File: config.mk
export PLATFORM = sky130hd
export DESIGN_NAME = fetch_unit
export DESIGN_NICKNAME = d
export VERILOG_FILES = /design/src/rtl/fetch_unit.sv
export SDC_FILE = /design/constraint.sdc
export NUM_CORES = 1
export LEC_CHECK = 0
export CORE_ASPECT_RATIO = 0.9
export CORE_UTILIZATION = 45
export DETAILED_ROUTE_END_ITERATION = 7
export GPL_TIMING_DRIVEN = 0
export PLACE_DENSITY = 0.76
export SLEW_MARGIN = 20
export SYNTH_ARGS = -nofsm -noshare
export SYNTH_HDL_FRONTEND = slang
export SYNTH_SLANG_ARGS = --single-unit
File: constraint.sdc
create_clock -name clk -period 4.4 [get_ports clk]
set_input_delay 0.44 -clock clk [delete_from_list [all_inputs] [get_ports clk]]
set_output_delay 0.44 -clock clk [all_outputs]
set_load 0.1 [all_outputs]
File: src/rtl/fetch_unit.sv
// Instruction fetch / PC stage: fetches one instruction at a time over a
// ready-handshaked memory port and selects the next PC after execute acks.
module fetch_unit #(
    parameter logic [31:0] RESET_PC   = 32'h0000_0000,
    parameter logic [31:0] EXC_VECTOR = 32'h0000_0080
) (
    input  logic        clk,
    input  logic        rst_n,
    output logic        imem_req,
    output logic [31:0] imem_addr,
    input  logic        imem_ready,
    input  logic [31:0] imem_rdata,
    output logic [31:0] instr,
    output logic        instr_valid,
    output logic [5:0]  op,
    output logic [5:0]  funct,
    output logic [4:0]  mf,
    output logic [31:0] pc,
    output logic [31:0] pc_plus4,
    input  logic        instr_ack,
    input  logic        branch,
    input  logic        branch_eq,
    input  logic        branch_leq,
    input  logic        jump,
    input  logic        jump_reg,
    input  logic        jal,
    input  logic        sys,
    input  logic        exce_ret,
    input  logic        alu_zero,
    input  logic [31:0] rs_value,
    input  logic        halt,
    output logic [31:0] epc,
    output logic        exl
);

    typedef enum logic [1:0] {FETCH, VALID, HALT} state_t;

    state_t      state, state_n;
    logic [31:0] pc_n, instr_n, epc_n;
    logic [31:0] npc, npc_epc;
    logic        npc_exl;
    logic        valid_n, exl_n, req_n;
    logic        taken;
    logic [31:0] br_off;

    assign imem_addr = pc;
    assign op        = instr[31:26];
    assign funct     = instr[5:0];
    assign mf        = instr[25:21];

    // Branch condition and sign-extended word offset.
    always_comb begin
        br_off = {{14{instr[15]}}, instr[15:0], 2'b00};
        if (branch_eq)
            taken = alu_zero;
        else if (branch_leq)
            taken = rs_value[31] || (rs_value == 32'd0);
        else
            taken = !alu_zero;
        taken = taken && branch;
    end

    // Next-PC selection; exception return outranks syscall entry and all jumps.
    // jal is decoded as a jump too, so only the jump flag steers the PC here.
    always_comb begin
        npc     = pc_plus4;
        npc_epc = epc;
        npc_exl = exl;
        if (exce_ret) begin
            npc     = epc;
            npc_exl = 1'b0;
        end else if (sys && !exl) begin
            npc_epc = pc_plus4;
            npc     = EXC_VECTOR;
            npc_exl = 1'b1;
        end else if (sys) begin
            npc = pc_plus4;
        end else if (jump_reg) begin
            npc = {rs_value[31:2], 2'b00};
        end else if (jump) begin
            npc = {pc_plus4[31:28], instr[25:0], 2'b00};
        end else if (taken) begin
            npc = pc_plus4 + br_off;
        end
    end

    // FSM next-state and register next values.
    always_comb begin
        state_n = state;
        pc_n    = pc;
        instr_n = instr;
        valid_n = instr_valid;
        epc_n   = epc;
        exl_n   = exl;
        case (state)
            FETCH: begin
                if (imem_req && imem_ready) begin
                    instr_n = imem_rdata;
                    valid_n = 1'b1;
                    state_n = VALID;
                end
            end
            VALID: begin
                if (instr_ack) begin
                    pc_n    = npc;
                    epc_n   = npc_epc;
                    exl_n   = npc_exl;
                    valid_n = 1'b0;
                    state_n = halt ? HALT : FETCH;
                end
            end
            HALT: begin
                if (!halt)
                    state_n = FETCH;
            end
            default: state_n = FETCH;
        endcase
        req_n = (state_n == FETCH);
    end

    // State and datapath registers.
    always_ff @(posedge clk or negedge rst_n) begin
        if (!rst_n) begin
            state       <= FETCH;
            pc          <= RESET_PC;
            pc_plus4    <= RESET_PC + 32'd4;
            instr       <= 32'd0;
            instr_valid <= 1'b0;
            epc         <= 32'd0;
            exl         <= 1'b0;
            imem_req    <= 1'b0;
        end else begin
            state       <= state_n;
            pc          <= pc_n;
            pc_plus4    <= pc_n + 32'd4;
            instr       <= instr_n;
            instr_valid <= valid_n;
            epc         <= epc_n;
            exl         <= exl_n;
            imem_req    <= req_n;
        end
    end

endmodule
# After elaboration in Yosys (flattened, before gate mapping)
# Index checks and enable logic that the tools add are counted.
# word_totals
word_cells	50
out_inout_bits	180
reg_bits	133
# classes
n_mux	20
eq_ne	4
addsub	2
bitwise	1
reduce_logical	15
# ops
cell	n
$mux W32	8
$add A32 B3 Y32 const B	1
$add A32 B32 Y32	1
$logic_not A32 Y1	1
$mux W2	4
$mux W1	6
$pmux W2 S3	1
$reduce_and A3 Y1	2
$logic_not A2 Y1	2
$ne A2 B2 Y1 const B	2
$reduce_and A4 Y1	1
$reduce_bool A2 Y1	2
$logic_and A1 B1 Y1	3
$eq A2 B1 Y1 const B	1
$eq A2 B2 Y1 const B	1
$logic_not A1 Y1	2
$pmux W1 S2	1
$reduce_and A2 Y1	1
$logic_or A1 B1 Y1	1
$not A1 Y1	1

# Logic depth before layout (Yosys ltp)
# Gate-level depths: netlist of run 1.
# logic_depth
depth_word	14
depth_mapped	15
depth_no_buf	13

# Worst setup path after synthesis of run 1
# No wires, ideal clock.
# synth_timing
path_kind	register to register
start	register instr[0]
end	register pc_plus4[28]
period_less_slack_ns	3.836
arrival_ns	3.756
stages_incl_launch_ff	13
slack_ns	0.564
required_time_ns	4.320
path_cell_list	dfrtp_1 > ha_1 > fa_1 > a21oi_1 > o2111ai_1 > o2111ai_1 > a21oi_2 > xnor2_1 > a311oi_1 > and2_1 > nand2_1 > nor4_1 > xor2_1
# synth_via
elab_chain_len	10
# synth_rtl
item	line_no	text
from (decl)	13	output logic [31:0] instr,
from (signal assigned)	136	instr <= instr_n;
$add A32 B32 Y32	83	npc = pc_plus4 + br_off;
$mux W32	82	end else if (taken) begin
$mux W32	80	end else if (jump) begin
$mux W32	78	end else if (jump_reg) begin
$mux W32	76	end else if (sys) begin
$mux W32	72	end else if (sys && !exl) begin
$mux W32	69	if (exce_ret) begin
$mux W32	104	if (instr_ack) begin
$mux W32	95	case (state)
named net pc_n[22]	39	logic [31:0] pc_n, instr_n, epc_n;
$add A32 B3 Y32	135	pc_plus4 <= pc_n + 32'd4;
to (signal assigned)	126	pc_plus4 <= RESET_PC + 32'd4;
to (signal assigned)	135	
to (decl)	19	output logic [31:0] pc_plus4,
# The timed path passes the listed nets, and every way through them passes these cells.
# A chain may end at the register's enable or synchronous reset.

# Worst setup path after layout of run 1
# layout_timing
start	register instr[0]
end	register pc_plus4[30]
# The elaborated chain is that of the path after synthesis.

==> summary.txt, run 1 <==
Critical path
  • Reg2reg start: instr[0]
  • Critical Path AT: 4630 ps
  • CP Capture Point: pc_plus4[30]
  • Setup CP Type: reg -> reg
  • FF-to-FF End: pc_plus4[30]
  • R2r setup slk: 130 ps
  • Worst R2R Path Depth: 12
  • Critical path fanouts, max: 7
  • CP Capture Type: flip-flop
  • Startpoint Class: flip-flop
  • CP required: 4760 ps
  • Crit path launch: instr[0]

Placed design
  • IO Port Bufs: 253
  • Gpl congestion: 1.01
  • Post-DP HPWL: 30200 µm
  • Placed Cells: 1588

Routing
  • # DRC: 0
  • Vias/cell: 6.23
  • Total iterations of the first detailed-routing run: 7
  • Antenna-violating nets left: 0
  • Initial DRC Count: 1339
  • Vias after detailed routing: 10100
  • WL final: 39400 µm
  • Highest metal used: met4
  • Metal-1 WL: 16200 µm
  • Routed length per placed instance: 24.3 µm
  • Met3 routed WL: 4670 µm
  • Met2 routed WL: 17100 µm

Clock tree
  • Root buf cell: clkbuf_16
  • CTS max path bufs: 2
  • Clock Sinks: 131
  • H-Tree Depth: 4
  • CTS tree: yes
  • CTS Buf Count: 17
  • CTS clock-pin slew for the worst setup and hold paths: 70 ps
  • Worst-skew pair later-pin latency: 430 ps

Logic synthesis
  • Yosys top cell by area: dfrtp_1
  • Synth Instances: 1054
  • Number of synthesized flops with an enable pin: 0
  • Async SR Flop Fraction: 1.00
  • Seq/Total Area, Yosys: 0.347
  • Synth warn: 0
  • Top cell type's share of synthesized area: 0.344
  • Mapped cell area: 9460 µm²
  • Synth area leaders: dfrtp_1 (34%), mux2_2 (7.3%), buf_4 (4.3%), ha_1 (4.0%), nand2_1 (3.9%)
  • Top FF cell, synth: dfrtp_1
  • Post-synth cell types: 93
  • Avg Inst Size Synth: 8.97 µm²
  • #FFs+latches synth: 131
  • Synth Net Count: 1163

GRT
  • Largest net degree at the start of global routing: 79
  • GRT Total Usage: 0.366
  • Initial antenna violation count: 0
  • Vias in the first global route: 9623
  • Grt ovf: 0
  • First-pass GRT wire length: 58600 µm

STA
  • Worst-margin pin slew: 1030 ps
  • Fmax: 234 MHz
  • RSZ-0062 raised after global routing: no
  • Fin crit share: 0.971
  • Final setup viols: 0
  • Hold Fails Final Rpt: 0
  • Clk_skew: 7.59 ps
  • Slew margin rel.: 0.314
  • Fin crit period: 4270 ps
  • Final Slew Violations: 0
  • Setup TNS: 0 ps

Die
  • Die area: 21600 µm²
  • Rows: 49
  • Core Box Area: 20300 µm²
  • I/O pin cnt: 258
  • Die width: 155 µm
  • Initial Util: 0.466
  • Die Y: 140 µm

Finish
  • Commonest non-fill, non-tap cell in the layout: clkdlybuf4s50_1
  • Layout Nets: 1439
  • Register Area: 3280 µm²
  • Final Non-Filler Cells: 1623
  • Area grow syn2layout: 37.5%
  • Layout cell share with drive strength beyond 1: 0.163
  • Multi-input logic area: 5430 µm²
  • Fillers: 1727
  • Most frequent cells in the layout: clkdlybuf4s50_1 (252), dfrtp_1 (129), nand2_1 (98), nor2_1 (75)
  • ANT cells: 0

Run status
  • Status: completed

Flow run
  • Max-cap check violation count: 0

Worst hold path
  • Hold Path Class: reg -> reg
[sequential cells by signal (all words and copies together) (netlist names)]
register and flops:
instr 32, instr_valid 1, imem_addr 30, exl 1, state 2, pc_plus4 32
epc 32, imem_req 1
[metrics by stage]
stage               utilization  worst slack [ps]  cell area, µm²  hold WS (ps)
CTS                       0.639              33.8           13000           493
global route              0.641              22.3           13000           516
global placement          0.608             -2270           12300           462
floorplan                     -               564            9460           144
finish                    0.641               126           13000           486
detailed placement        0.610              -803           12400           381
[metal layers]
metal / global-route usage / vias to the layer above
li1: - / 4418
met1: 0.500 / 4845
met2: 0.555 / 724
met3: 0.0987 / 124
met4: 0.130 / 0
met5: 0 / -
[final cells by class]
type,instances,area share
clock buffer,17,0.0327
timing repair buffer,257,0.199
tap,280,0.0269
inverter,31,0.00895
sequential,131,0.252
buffer,117,0.0523
clock inverter,15,0.0105
multi-input combinational,775,0.417
[synth_stat cells (15+ instances only)]
master,number
mux2_2,61
clkbuf_1,35
nand3_1,31
buf_2,24
dfrtp_1,130
buf_4,54
inv_1,31
xnor2_1,21
o21ai_0,62
nand4_1,18
a21oi_1,58
nand2_1,98
a211oi_1,15
nor2_1,75
o211ai_1,15
nor4_1,18
xor2_1,23
nor3_1,21
ha_1,30
[cells by family (layout without fill, tap and decap cells)]
| kind of cell | count (synthesis) | count (layout) | share of synthesized area |
|---|---|---|---|
| buf+inv | 148 | 437 | 0.0843 |
| mux | 69 | 69 | 0.0811 |
| flops | 131 | 131 | 0.347 |
| simple gates | 338 | 338 | 0.187 |
| fa+ha+maj | 31 | 31 | 0.0418 |
| compound gates | 293 | 293 | 0.219 |
| xor+xnor | 44 | 44 | 0.0407 |
[critical path, cell delays in order (launching register included)]
cell and delay, ps:
dfrtp_1 470, ha_1 280, fa_1 440, a21oi_1 290
o2111ai_1 380, o2111ai_1 490, a21oi_2 140, xnor2_1 190
a311oi_2 480, and2_1 250, nand2_1 190, nor4_1 410
xor2_1 170
[worst min-delay path by stage]
stage,from,to,slack (ps),cells after the start
floorplan,rst_n,epc[0],140,0
global placement,instr_valid,instr_valid,460,1
detailed placement,rst_n,instr[0],380,1
CTS,instr_valid,instr_valid,490,1
global route,instr_valid,instr_valid,520,1
finish,instr_valid,instr_valid,490,1
[timing repair]
action | CTS | global route
hold endpoints to repair | 53 | 0
pin swaps | 1 | 0
resized for setup | 1 | 8
endpoints found under the setup margin | 7 | 8
hold buffers | 1 | 0
buffers inserted | 2 | 0
gates cloned | 0 | 0
Power of run 1 is not shown: default switching activity piles up to over one toggle a cycle in this logic, so the estimate is an artifact.
==> run 2: changes to the inputs <==
Settings changed: ABC_CLOCK_PERIOD_IN_PS set to 4400.
==> results of run 2 <==
The final DEF is identical to that of run 1; final timing and power are the same.
Power of run 2 is left out for the same reason.
